--- src/rtl/ts_uart_msg_seq.sv ---
// Timestamp-to-UART message sequencer: on each trigger, snapshots DAT_i and sends it as
// uppercase ASCII hex (MSB nibble first) followed by CR LF over a valid/ready byte handshake.
module ts_uart_msg_seq #(
  parameter int C_NIBBLES = 8,
  parameter int C_PERIOD  = 48_000_000,
  parameter bit C_AUTO    = 1'b1
) (
  input  logic                   CK_i,
  input  logic                   XARST_i,
  input  logic                   START_i,
  input  logic [4*C_NIBBLES-1:0] DAT_i,
  input  logic                   TX_RDY_i,
  output logic [7:0]             TX_DAT_o,
  output logic                   TX_VAL_o,
  output logic                   BUSY_o,
  output logic                   DONE_o,
  output logic                   OVR_o,
  input  logic                   CLR_OVR_i
);

  localparam int W  = 4 * C_NIBBLES;
  localparam int CW = (C_PERIOD > 1) ? $clog2(C_PERIOD) : 1;
  localparam int NW = $clog2(C_NIBBLES + 1);
  localparam logic [CW-1:0] CNT_LAST = CW'(C_PERIOD - 1);
  localparam logic [NW-1:0] NIB_LAST = NW'(C_NIBBLES - 1);

  typedef enum logic [1:0] {S_IDLE, S_HEX, S_CR, S_LF} state_e;

  state_e          state_q, state_d;
  logic [CW-1:0]   cnt_q, cnt_d;
  logic [W-1:0]    sh_q, sh_d, sh_shift;
  logic [NW-1:0]   nib_q, nib_d;
  logic [7:0]      tx_dat_q, tx_dat_d;
  logic            tx_val_q, tx_val_d;
  logic            done_q, done_d;
  logic            ovr_q, ovr_d;
  logic            tick, trig, accept, busy;

  function automatic logic [7:0] ascii(input logic [3:0] n);
    ascii = (n < 4'd10) ? (8'h30 + {4'h0, n}) : (8'h37 + {4'h0, n});
  endfunction

  assign tick     = (cnt_q == CNT_LAST);
  assign trig     = START_i | (C_AUTO & tick);
  assign accept   = tx_val_q & TX_RDY_i;
  assign busy     = (state_q != S_IDLE);
  assign sh_shift = sh_q << 4;
  assign cnt_d    = tick ? '0 : cnt_q + 1'b1;

  always_ff @(posedge CK_i or negedge XARST_i) begin
    if (!XARST_i) begin
      state_q  <= S_IDLE;
      cnt_q    <= '0;
      sh_q     <= '0;
      nib_q    <= '0;
      tx_dat_q <= 8'h00;
      tx_val_q <= 1'b0;
      done_q   <= 1'b0;
      ovr_q    <= 1'b0;
    end else begin
      state_q  <= state_d;
      cnt_q    <= cnt_d;
      sh_q     <= sh_d;
      nib_q    <= nib_d;
      tx_dat_q <= tx_dat_d;
      tx_val_q <= tx_val_d;
      done_q   <= done_d;
      ovr_q    <= ovr_d;
    end
  end

  always_comb begin
    state_d = state_q;
    sh_d    = sh_q;
    nib_d   = nib_q;
    unique case (state_q)
      S_IDLE: if (trig) begin
        sh_d    = DAT_i;
        nib_d   = '0;
        state_d = S_HEX;
      end
      S_HEX: if (accept) begin
        sh_d  = sh_shift;
        nib_d = nib_q + 1'b1;
        if (nib_q == NIB_LAST) state_d = S_CR;
      end
      S_CR: if (accept) state_d = S_LF;
      S_LF: if (accept) state_d = S_IDLE;
      default: state_d = S_IDLE;
    endcase
  end

  // Outputs are registered, so the byte for the next state is prepared here.
  always_comb begin
    tx_val_d = tx_val_q;
    tx_dat_d = tx_dat_q;
    done_d   = 1'b0;
    unique case (state_q)
      S_IDLE: if (trig) begin
        tx_val_d = 1'b1;
        tx_dat_d = ascii(DAT_i[W-1 -: 4]);
      end
      S_HEX: if (accept) tx_dat_d = (nib_q == NIB_LAST) ? 8'h0D : ascii(sh_shift[W-1 -: 4]);
      S_CR:  if (accept) tx_dat_d = 8'h0A;
      S_LF: if (accept) begin
        tx_val_d = 1'b0;
        tx_dat_d = 8'h00;
        done_d   = 1'b1;
      end
      default: begin
        tx_val_d = 1'b0;
        tx_dat_d = 8'h00;
      end
    endcase
    // A dropped trigger wins over a clear in the same cycle.
    if (trig && busy)   ovr_d = 1'b1;
    else if (CLR_OVR_i) ovr_d = 1'b0;
    else                ovr_d = ovr_q;
  end

  assign TX_DAT_o = tx_dat_q;
  assign TX_VAL_o = tx_val_q;
  assign BUSY_o   = busy;
  assign DONE_o   = done_q;
  assign OVR_o    = ovr_q;

endmodule

--- config.mk ---
export PLATFORM = sky130hd
export DESIGN_NAME = ts_uart_msg_seq
export DESIGN_NICKNAME = d
export VERILOG_FILES = /design/src/rtl/ts_uart_msg_seq.sv
export SDC_FILE = /design/constraint.sdc
export NUM_CORES = 1
export LEC_CHECK = 0
export CAP_MARGIN = 10
export CELL_PAD_IN_SITES_DETAIL_PLACEMENT = 0
export CELL_PAD_IN_SITES_GLOBAL_PLACEMENT = 1
export CORE_MARGIN = 8
export CORE_UTILIZATION = 45
export DETAILED_ROUTE_END_ITERATION = 10
export PLACE_DENSITY = 0.81
export SLEW_MARGIN = 30
export SYNTH_ARGS = -nofsm -noshare
export SYNTH_HDL_FRONTEND = slang
export SYNTH_SLANG_ARGS = --single-unit
--- constraint.sdc ---
create_clock -name CK_i -period 4.79 [get_ports CK_i]
set_clock_uncertainty 0.2 [all_clocks]
set_input_delay 0.958 -clock CK_i [delete_from_list [all_inputs] [get_ports CK_i]]
set_output_delay 0.958 -clock CK_i [all_outputs]
set_load 0.1 [all_outputs]
==> results of run 1 <==
## flip-flops by register name, summed over array words and instances, names as in the netlist
register,count
DONE_o,1
OVR_o,1
TX_DAT_o,7
TX_VAL_o,1
cnt_q,26
nib_q,4
sh_q,28
state_q,2
## cell type report
| cell class | instances | share of cell area |
|---|---|---|
| flip-flops and latches | 70 | 0.4036 |
| multi-input cells | 229 | 0.3848 |
| clock buffers | 9 | 0.02854 |
| clock inverters | 7 | 0.01268 |
| repair buffers | 48 | 0.1090 |
| inverters | 36 | 0.03113 |
| well taps | 105 | 0.03027 |
## synthesized netlist by cell type, drive strengths merged (2+ instances only)
cell,count,share of area
o21ai,8,0.011
nor2b,3,0.0051
xor2,14,0.034
a21o,2,0.0062
a31oi,2,0.0034
dfrtp,70,0.48
nand3,12,0.016
and3,4,0.0069
a21boi,2,0.0041
o22ai,19,0.033
nor2,24,0.027
or3,2,0.0034
o31ai,4,0.0082
mux2i,15,0.041
nand2,15,0.015
nor3,4,0.0086
nand2b,2,0.0034
clkbuf,5,0.0051
xnor2,9,0.022
inv,36,0.037
nor4,6,0.015
and4,2,0.0055
nand4,10,0.019
ha,9,0.031
a21oi,28,0.050
buf,8,0.019
and2,3,0.0051
mux2,10,0.032
a22o,6,0.014
a22oi,2,0.0041
## metrics by stage
| stage | util | area, um^2 | setup slack, ns | power [uW] |
|---|---|---|---|---|
| finish | 0.5391 | 4340 | 1.147 | 2417 |
| global route | 0.5391 | 4340 | 1.039 | 2582 |
| CTS | 0.5391 | 4340 | 1.119 | 2449 |
| detailed placement | 0.5169 | 4161 | 1.527 | 2004 |
| global placement | 0.5169 | 4161 | 1.577 | 1980 |
| floorplan | - | 3646 | 2.236 | 1772 |
## worst register-to-register path, cell delays in order (launching register included)
cell	delay, ns
dfrtp_1	0.42
inv_1	0.12
ha_1	0.64
nand2b_1	0.30
nor4_1	0.09
a2bb2oi_2	0.67
o22ai_1	0.23
a21oi_2	0.15
## routing by layer
layer	GRT usage	part of all wire	vias up
met5	0	0	-
met4	0.06935	0.018	0
met3	0.04053	0.042	12
met2	0.2498	0.51	35
met1	0.1608	0.43	1286
li1	-	-	1323
## final timing paths
kind | cells past startpoint | endpoint | slack, ns | start
worst min register to register | 1 | cnt_q[0]$_DFF_PN0_ | 0.28 | cnt_q[0]$_DFF_PN0_
min in group asynchronous | 1 | sh_q[17]$_DFFE_PN0P_ | 0.41 | XARST_i
worst min-delay path | 1 | cnt_q[0]$_DFF_PN0_ | 0.28 | cnt_q[0]$_DFF_PN0_
max in group asynchronous | 2 | nib_q[2]$_DFFE_PN0P_ | 2.99 | XARST_i
worst max register to register | 7 | sh_q[16]$_DFFE_PN0P_ | 1.91 | state_q[1]$_DFFE_PN0P_
worst max-delay path | 4 | BUSY_o | 1.15 | state_q[0]$_DFFE_PN0P_
## logic make-up (layout without fill, tap and decap cells)
| group | count (synthesis) | count (layout) | synth area share |
|---|---|---|---|
| AOI/OAI and AO/OA | 81 | 81 | 0.1579 |
| xor gates and xnor gates | 23 | 23 | 0.05525 |
| adders and majority gates | 9 | 9 | 0.03089 |
| buffers and inverters | 49 | 100 | 0.06143 |
| DFF | 70 | 70 | 0.4804 |
| muxes | 25 | 25 | 0.07309 |
| other | 1 | 1 | 0.001029 |
| and+or+nand+nor | 90 | 90 | 0.1400 |
## power by group
part | total, uW | switching (uW) | internal, uW | leakage (uW)
clock | 436 | 244 | 193 | 0.0000866
sequential | 859 | 99.2 | 760 | 0.000861
combinational | 1120 | 713 | 408 | 0.00103
==> impl_results.md, run 1 <==
* Run status: completed
* Synthesis-to-layout area growth at 19.05%
* Detailed Route Iter0 Violations at 143
* Unrepaired setup endpoints after global routing: no
* Smallest hold slack at 0.2836 ns
* Via-per-instance ratio at 5.270
* Residual DRC at 0
* Crit Path Max Fanout at 6
* CP Launch Type: flip-flop
* Arrival @ worst endpoint at ~2.5 ns
* Synth Register Bits at 70
* Antenna violations before repair at 0
* First-pass GRT wire length at around 13,000 um
* Setup-failing EPs final at 0
* Initial core utilization at 0.4528
* Post-Synthesis Cells at about 350
* Sum of negative setup slack at 0 ns
* FFs w/ async S/R, synth at 1.000
* Most common cell after layout, fill and taps aside: dfrtp_1
* Core Area at 8051 um^2
* Number of nets in the finished design at 440
* Post-DP HPWL at 5347 um
* Die Y-Extent at 106.0 um
* Final max-slew violation count at 0
* Number of maximum-capacitance violations at 0
* Buffers and inverters on the worst path at 3
* Layout cells sized above 1 at 0.1103
* Crit path cell chain: inv_1, ha_1, inv_1, clkdlybuf4s50_1
* Antenna cells at 0
* Power density relative to cell area at 556.8 nW/um^2
* Post-CTS repair timing setup buffer count at 0
* Cell area after synthesis at 3646 um^2
* Number of placed I/O pins at 49
* Type of destination of the critical path: output pin
* Depth of the CTS H-tree at 3
* Grt total ovfl at 0
* Cell occurring most often along the worst timing path: inv_1
* Post-layout minimum cycle time at 3.643 ns
* Fmax at around 270 MHz
* Synth Net Count at 394
* Mean routed wirelength per cell at 15.03 um
* Mean instance size in the synthesized netlist at 10.48 um^2
* Cell family with the largest share of critical-path delay: buffers and inverters
* Hold Violations, Final at 0
* Class of the tightest hold or removal check: reg -> reg
* Slew at the pin with the worst max-slew slack at 0.9763 ns
* Combined area of the multi-input logic cells at 1670 um^2
* Rel. slew slack at 0.3471
* Kind of critical path: reg -> out
* Remaining number of nets flagged by the antenna check after routing at 0
* Clock input transition at the sequential cells of the worst setup and hold paths at 0.08 ns
* Clock latency at the later pin of the worst-skew pair at 0.36 ns
* Number of enable-type register cells in the synthesized netlist at 0
* Distinct cell type count after synthesis at 55
* Via count of the first global-routing pass at 2,788
* Number of buffers inserted for hold repair after clock tree synthesis at 0
* Total Routed Length at 7573 um
* Register cell area after layout at 1752 um^2
* CTS tree: done
* Non-Filler Instances at 504
* Post-synthesis sequential area ratio at 0.4804
* Maximum vdd ir drop at 183.7 uV
* Routability-driven placement congestion ratio at 0.7951
* Number of warning messages in the yosys log at 0
* Leakage power total at 0.001974 uW
* TritonCTS Buffers at 9
* Cell Rows at 33
* Filler cell count at between 700 and 800
* Data required time of the critical path at 3.63 ns
* Dominant synthesized flop cell: dfrtp_1
* Final clock period utilization by the worst path at 0.7605
* Total clock sinks at 70
* Count of vias placed by the detailed router at 2,656
* Delay of the slowest cell on the worst path at 1.17 ns
* Port bufs at 47
* Number of placed instances, taps included at 488
* Pin count of the biggest net entering global routing at 43
* Resize count post-CTS at 0
* Total Routing Usage GR at 0.1445
* Detailed-routing iteration count for the pre-antenna-repair pass at 4
* Max Buffers Root-to-Sink at 2
* Overall die width at 106.0 um
* Crit-path slowest cell: clkdlybuf4s50_1
* DIE AREA at between 10,000 and 15,000 um^2
* Root cell of the clock tree: clkbuf_8
* Most frequent cells in the layout: dfrtp_1, clkdlybuf4s50_1, inv_1
Note: power is estimated with default switching activity, not from simulation.
==> inputs of run 2 (changes only) <==
--- a/config.mk
+++ b/config.mk
@@ -9,9 +9,9 @@
 export CELL_PAD_IN_SITES_DETAIL_PLACEMENT = 0
 export CELL_PAD_IN_SITES_GLOBAL_PLACEMENT = 1
 export CORE_MARGIN = 8
-export CORE_UTILIZATION = 45
+export CORE_UTILIZATION = 43
 export DETAILED_ROUTE_END_ITERATION = 10
-export PLACE_DENSITY = 0.81
+export PLACE_DENSITY = 0.77
 export SLEW_MARGIN = 30
 export SYNTH_ARGS = -nofsm -noshare
 export SYNTH_HDL_FRONTEND = slang
==> constraint.sdc (replaced) <==
create_clock -name CK_i -period 3.74 [get_ports CK_i]
set_clock_uncertainty 0.2 [all_clocks]
set_input_delay 0.748 -clock CK_i [delete_from_list [all_inputs] [get_ports CK_i]]
set_output_delay 0.748 -clock CK_i [all_outputs]
set_load 0.1 [all_outputs]
==> impl_results.md, run 2 (synthesis gave the netlist of run 1 again) <==
* Final clock period utilization by the worst path at 0.7430
* Count of vias placed by the detailed router at 2,700
* Power density relative to cell area at 740.5 nW/um^2
* First-pass GRT wire length at 13,080 um
* Layout cells sized above 1 at 0.1219
* Crit Path Max Fanout at 2
* Total Routing Usage GR at 0.1390
* Buffers and inverters on the worst path at 1
* CP Launch Type: flip-flop
* Crit-path slowest cell: clkdlybuf4s50_1
* TritonCTS Buffers at 9
* Number of maximum-capacitance violations at 0
* Post-DP Area at 4179 um^2
* Final max-slew violation count at 0
* Total design power at 3269 uW
* Total Routed Length at 7589 um
* Sum of negative setup slack at 0 ns
* Fmax at approximately 360 MHz
* Pin count of the biggest net entering global routing at 33
* Most common cell after layout, fill and taps aside: dfrtp_1
* Cell depth of the worst flop-to-flop path at 6
* Data required time of the critical path at 2.79 ns
* Delay of the slowest cell on the worst path at 1.13 ns
* Combined area of the multi-input logic cells at between 1500 and 2000 um^2
* Capturing instance or port of the critical path: TX_DAT_o[6]
* Antenna violations before repair at 0
* Most frequent cells in the layout: dfrtp_1, clkdlybuf4s50_1, inv_1
* Crit path from: TX_DAT_o[6]$_DFFE_PN0P_
* Routability-driven placement congestion ratio at 0.7754
* Rel. slew slack at 0.3519
* Detailed-routing iteration count for the pre-antenna-repair pass at 4
* Filler cell count at 761
* Grt total ovfl at 0
* Leakage power total at 0.002022 uW
* Antenna cells at 0
* Post-CTS repair timing setup buffer count at 0
* Arrival @ worst endpoint at 1.83 ns
* R2R setup slack at 1.14 ns
* Slew at the pin with the worst max-slew slack at between 0.9 and 1 ns
* Via count of the first global-routing pass at ~2,700
* Cell family with the largest share of critical-path delay: buffers and inverters
* Crit path cell chain: clkdlybuf4s50_1
* Kind of critical path: reg -> out
* Die Y-Extent at 108.1 um
* Port bufs at 47
* Clock input transition at the sequential cells of the worst setup and hold paths at 0.08 ns
* Depth of the CTS H-tree at 3
* Remaining number of nets flagged by the antenna check after routing at 0
* DIE AREA at roughly 12,000 um^2
* Run status: completed
* Cell Rows at 33
* Type of destination of the critical path: output pin
* Resize count post-CTS at 0
* Setup-failing EPs final at 0
* Mean routed wirelength per cell at 14.97 um
* Unrepaired setup endpoints after global routing: no
* Capturing point of the worst reg2reg path: sh_q[23]$_DFFE_PN0P_
* Number of nets in the finished design at 443
* Startpoint of the most critical register-to-register path: cnt_q[0]$_DFF_PN0_
* Synthesis-to-layout area growth at 21.10%
* Class of the tightest hold or removal check: in -> async
* Core Area at roughly 8200 um^2
* Post-layout minimum cycle time at 2.779 ns
* Number of logic stages on the critical path including buffering at 1
* Post-DP HPWL at between 5000 and 6000 um
* Total clock sinks at 70
* Register cell area after layout at 1752 um^2
* Root cell of the clock tree: clkbuf_8
* Via-per-instance ratio at 5.325
* Residual DRC at 0
* Initial core utilization at 0.4437
* Max Buffers Root-to-Sink at 2
* Number of placed I/O pins at 49
* Register name with the most flops: sh_q
* Cell area after layout at 4415 um^2
* Detailed Route Iter0 Violations at 66
* Overall die width at 108.1 um
* Number of buffers inserted for hold repair after clock tree synthesis at 0
* Hold Violations, Final at 0
* Maximum vdd ir drop at 298.6 uV
* CTS tree: done
* Clock latency at the later pin of the worst-skew pair at about 0.33 ns
* Largest register FFs at 28
-- run 2: final cells by class --
type | instances | share of cell area
clock buffers | 9 | 0.02805
clock inverters | 7 | 0.02550
inverters | 36 | 0.03060
multi-input cells | 229 | 0.3783
flip-flops and latches | 70 | 0.3967
well taps | 105 | 0.02975
repair buffers | 51 | 0.1111
-- run 2: worst min-delay path by stage --
stage                         endpoint  slack, ns
2_1_floorplan         DONE_o$_DFF_PN0_       0.25
3_3_place_gp   TX_DAT_o[1]$_DFFE_PN0P_       0.27
3_5_place_dp   TX_DAT_o[5]$_DFFE_PN0P_       0.27
4_1_cts           sh_q[14]$_DFFE_PN0P_       0.29
5_1_grt           sh_q[23]$_DFFE_PN0P_       0.31
6_report          sh_q[14]$_DFFE_PN0P_       0.26
-- run 2: metrics by stage --
step / util / hold WS, ns / setup slack [ns] / std cells
floorplan: - / 0.2524 / 1.186 / 348
global placement: 0.5086 / 0.2695 / 1.030 / 491
detailed placement: 0.5086 / 0.2741 / 1.023 / 491
CTS: 0.5374 / 0.2897 / 0.9347 / 507
global route: 0.5374 / 0.3141 / 0.9070 / 507
finish: 0.5374 / 0.2635 / 0.9611 / 507
-- run 2: per-layer routing --
| layer | wire length, um | vias to the layer above | GRT usage |
|---|---|---|---|
| li1 | - | 1332 | - |
| met1 | 3741 | 1315 | 0.1904 |
| met2 | 3378 | 46 | 0.2053 |
| met3 | 374 | 7 | 0.03212 |
| met4 | 94 | 0 | 0.06046 |
| met5 | 0 | - | 0 |
-- run 2: report_power, final --
group          switching (uW)  leakage (uW)  internal, uW
combinational             919       0.00104           525
sequential                132      0.000861           973
clock                     280      0.000119           439
==> inputs of run 3 (changes only) <==
==> constraint.sdc (replaced) <==
create_clock -name CK_i -period 2.7 [get_ports CK_i]
set_clock_uncertainty 0.2 [all_clocks]
set_input_delay 0.54 -clock CK_i [delete_from_list [all_inputs] [get_ports CK_i]]
set_output_delay 0.54 -clock CK_i [all_outputs]
set_load 0.1 [all_outputs]
==> impl_results.md, run 3 (synthesis gave the netlist of run 1 again) <==
* Root cell of the clock tree: clkbuf_8
* Initial core utilization at 0.4437
* Kind of critical path: reg -> reg
* Hold Violations, Final at 0
* Class of the tightest hold or removal check: reg -> reg
* Via-per-instance ratio at 5.337
* Mean routed wirelength per cell at 15.19 um
* Clock group share of total power at 0.245
* Antenna cells at 0
* Total Routing Usage GR at 0.1444
* Detailed-routing iteration count for the pre-antenna-repair pass at 6
* Number of nets in the finished design at approximately 450
* Via count of the first global-routing pass at 2,830
* Residual DRC at 0
* Largest register FFs at 28
* Overall die width at approximately 110 um
* Part of the power in registers at 0.323
* Die Y-Extent at 108.1 um
* TritonCTS Buffers at 9
* Fraction of power spent switching nets at 0.3957
* Unrepaired setup endpoints after global routing: no
* Core Area at 8217 um^2
* Cell Int Power at 2873 uW
* Type of destination of the critical path: flip-flop
* Remaining number of nets flagged by the antenna check after routing at 0
* Cell area after layout at between 4000 and 5000 um^2
* Antenna violations before repair at 0
* Power dissipated by switching net loads at 1882 uW
* Arrival @ worst endpoint at 2.39 ns
* Register name with the most flops: sh_q
* Maximum vdd ir drop at 466.6 uV
* Port bufs at 47
* Routability-driven placement congestion ratio at 0.7396
* Most frequent cells in the layout: dfrtp_1, inv_1, clkdlybuf4s50_1
* Post-CTS repair timing setup buffer count at 0
* Slew at the pin with the worst max-slew slack at 0.5183 ns
* Depth of the CTS H-tree at 3
* DIE AREA at 11,680 um^2
* Clock input transition at the sequential cells of the worst setup and hold paths at 0.07 ns
* Combinational power share at 0.432
* Run status: completed
* Data required time of the critical path at roughly 2.7 ns
* Post-DP Area at 4249 um^2
* Clock latency at the later pin of the worst-skew pair at 0.34 ns
* Final max-slew violation count at 0
* Total design power at 4755 uW
* Total Routed Length at just under 8000 um
* Count of vias placed by the detailed router at 2,759
* Number of placed instances, taps included at 500
* Most common cell after layout, fill and taps aside: dfrtp_1
* First-pass GRT wire length at 13,570 um
* Non-Filler Instances at ~520
* Leakage power total at 0.002118 uW
* Final clock period utilization by the worst path at 0.8772
* CP Launch Type: flip-flop
* Layout cells sized above 1 at 0.1626
* Rel. slew slack at 0.6532
* Synthesis-to-layout area growth at 24.81%
* Smallest hold slack at 0.2952 ns
* Number of maximum-capacitance violations at 0
* Power density relative to cell area at 1045 nW/um^2
* Crit Path Max Fanout at 21
* Detailed Route Iter0 Violations at around 120
* Setup-failing EPs final at 0
* Post-layout minimum cycle time at 2.369 ns
* CTS tree: done
* Number of placed I/O pins at 49
* Grt total ovfl at 0
* Pin count of the biggest net entering global routing at 29
* Max Buffers Root-to-Sink at 2
* Total clock sinks at 70
* Cell Rows at 33
* Sum of negative setup slack at 0 ns
* Fmax at 422.2 MHz
* Post-DP HPWL at 5663 um
-- run 3: cell count changes in the layout (fill, tap and decap cells not counted), sizes merged --
cell,change
clkbuf,+2
dlygate4sd3,+1
clkdlybuf4s50,-9
clkinvlp,-1
buf,+18
bufinv,+1
clkinv,-2
-- run 3: power by group through the flow --
| stage | Clock, uW | Sequential [uW] | Combinational (uW) |
|---|---|---|---|
| finish | 1160 | 1540 | 2050 |
| global route | 1230 | 1570 | 2230 |
| CTS | 1190 | 1540 | 2060 |
| detailed placement | 0 | 1560 | 2050 |
| global placement | 0 | 1540 | 2020 |
| floorplan | 0 | 1910 | 1230 |
-- run 3: final timing paths --
check,startpoint,to,cells past startpoint,slack (ns)
max in group asynchronous,XARST_i,sh_q[4]$_DFFE_PN0P_,3,1.26
worst max register to register,cnt_q[11]$_DFF_PN0_,sh_q[12]$_DFFE_PN0P_,6,0.33
min in group asynchronous,XARST_i,sh_q[14]$_DFFE_PN0P_,2,0.45
worst min-delay path,cnt_q[0]$_DFF_PN0_,cnt_q[0]$_DFF_PN0_,1,0.30
worst min register to register,cnt_q[0]$_DFF_PN0_,cnt_q[0]$_DFF_PN0_,1,0.30
worst max-delay path,cnt_q[11]$_DFF_PN0_,sh_q[12]$_DFFE_PN0P_,6,0.33
-- run 3: worst max-delay path: stages (launching register included) --
cell,delay [ns]
dfrtp_1,0.45
and4bb_1,0.24
and4_4,0.24
a211oi_4,0.43
a21o_4,0.32
buf_4,0.28
a21oi_1,0.09
-- run 3: metal layers --
metal,track usage,share of wire,vias up
met5,0,0,-
li1,-,-,1344
met2,0.2180,0.46,48
met4,0.05055,0.013,0
met1,0.1934,0.48,1358
met3,0.04164,0.051,9
-- run 3: repair_timing --
action                                 4_1_cts  5_1_grt
setup endpoints to repair                    0       12
endpoints found under the hold margin       14        0
hold buffers                                 1        0
gates resized for setup                      0        1
-- run 3: final cells by class --
class / count / area, um^2
timing repair buffer: 61 / 570.5
clock buffer: 11 / 151.4
fill: 751 / 3666
multi-input combinational: 229 / 1682
inverter: 36 / 135.1
sequential: 70 / 1752
clock inverter: 5 / 128.9
tap: 105 / 131.4
-- run 3: metrics by stage --
| stage | utilization | worst slack (ns) |
|---|---|---|
| after floorplan | - | 0.1464 |
| after global placement | 0.5171 | 0.2174 |
| after detailed placement | 0.5171 | 0.2102 |
| after CTS | 0.5525 | 0.1758 |
| after global routing | 0.5538 | 0.1675 |
| final | 0.5538 | 0.3315 |
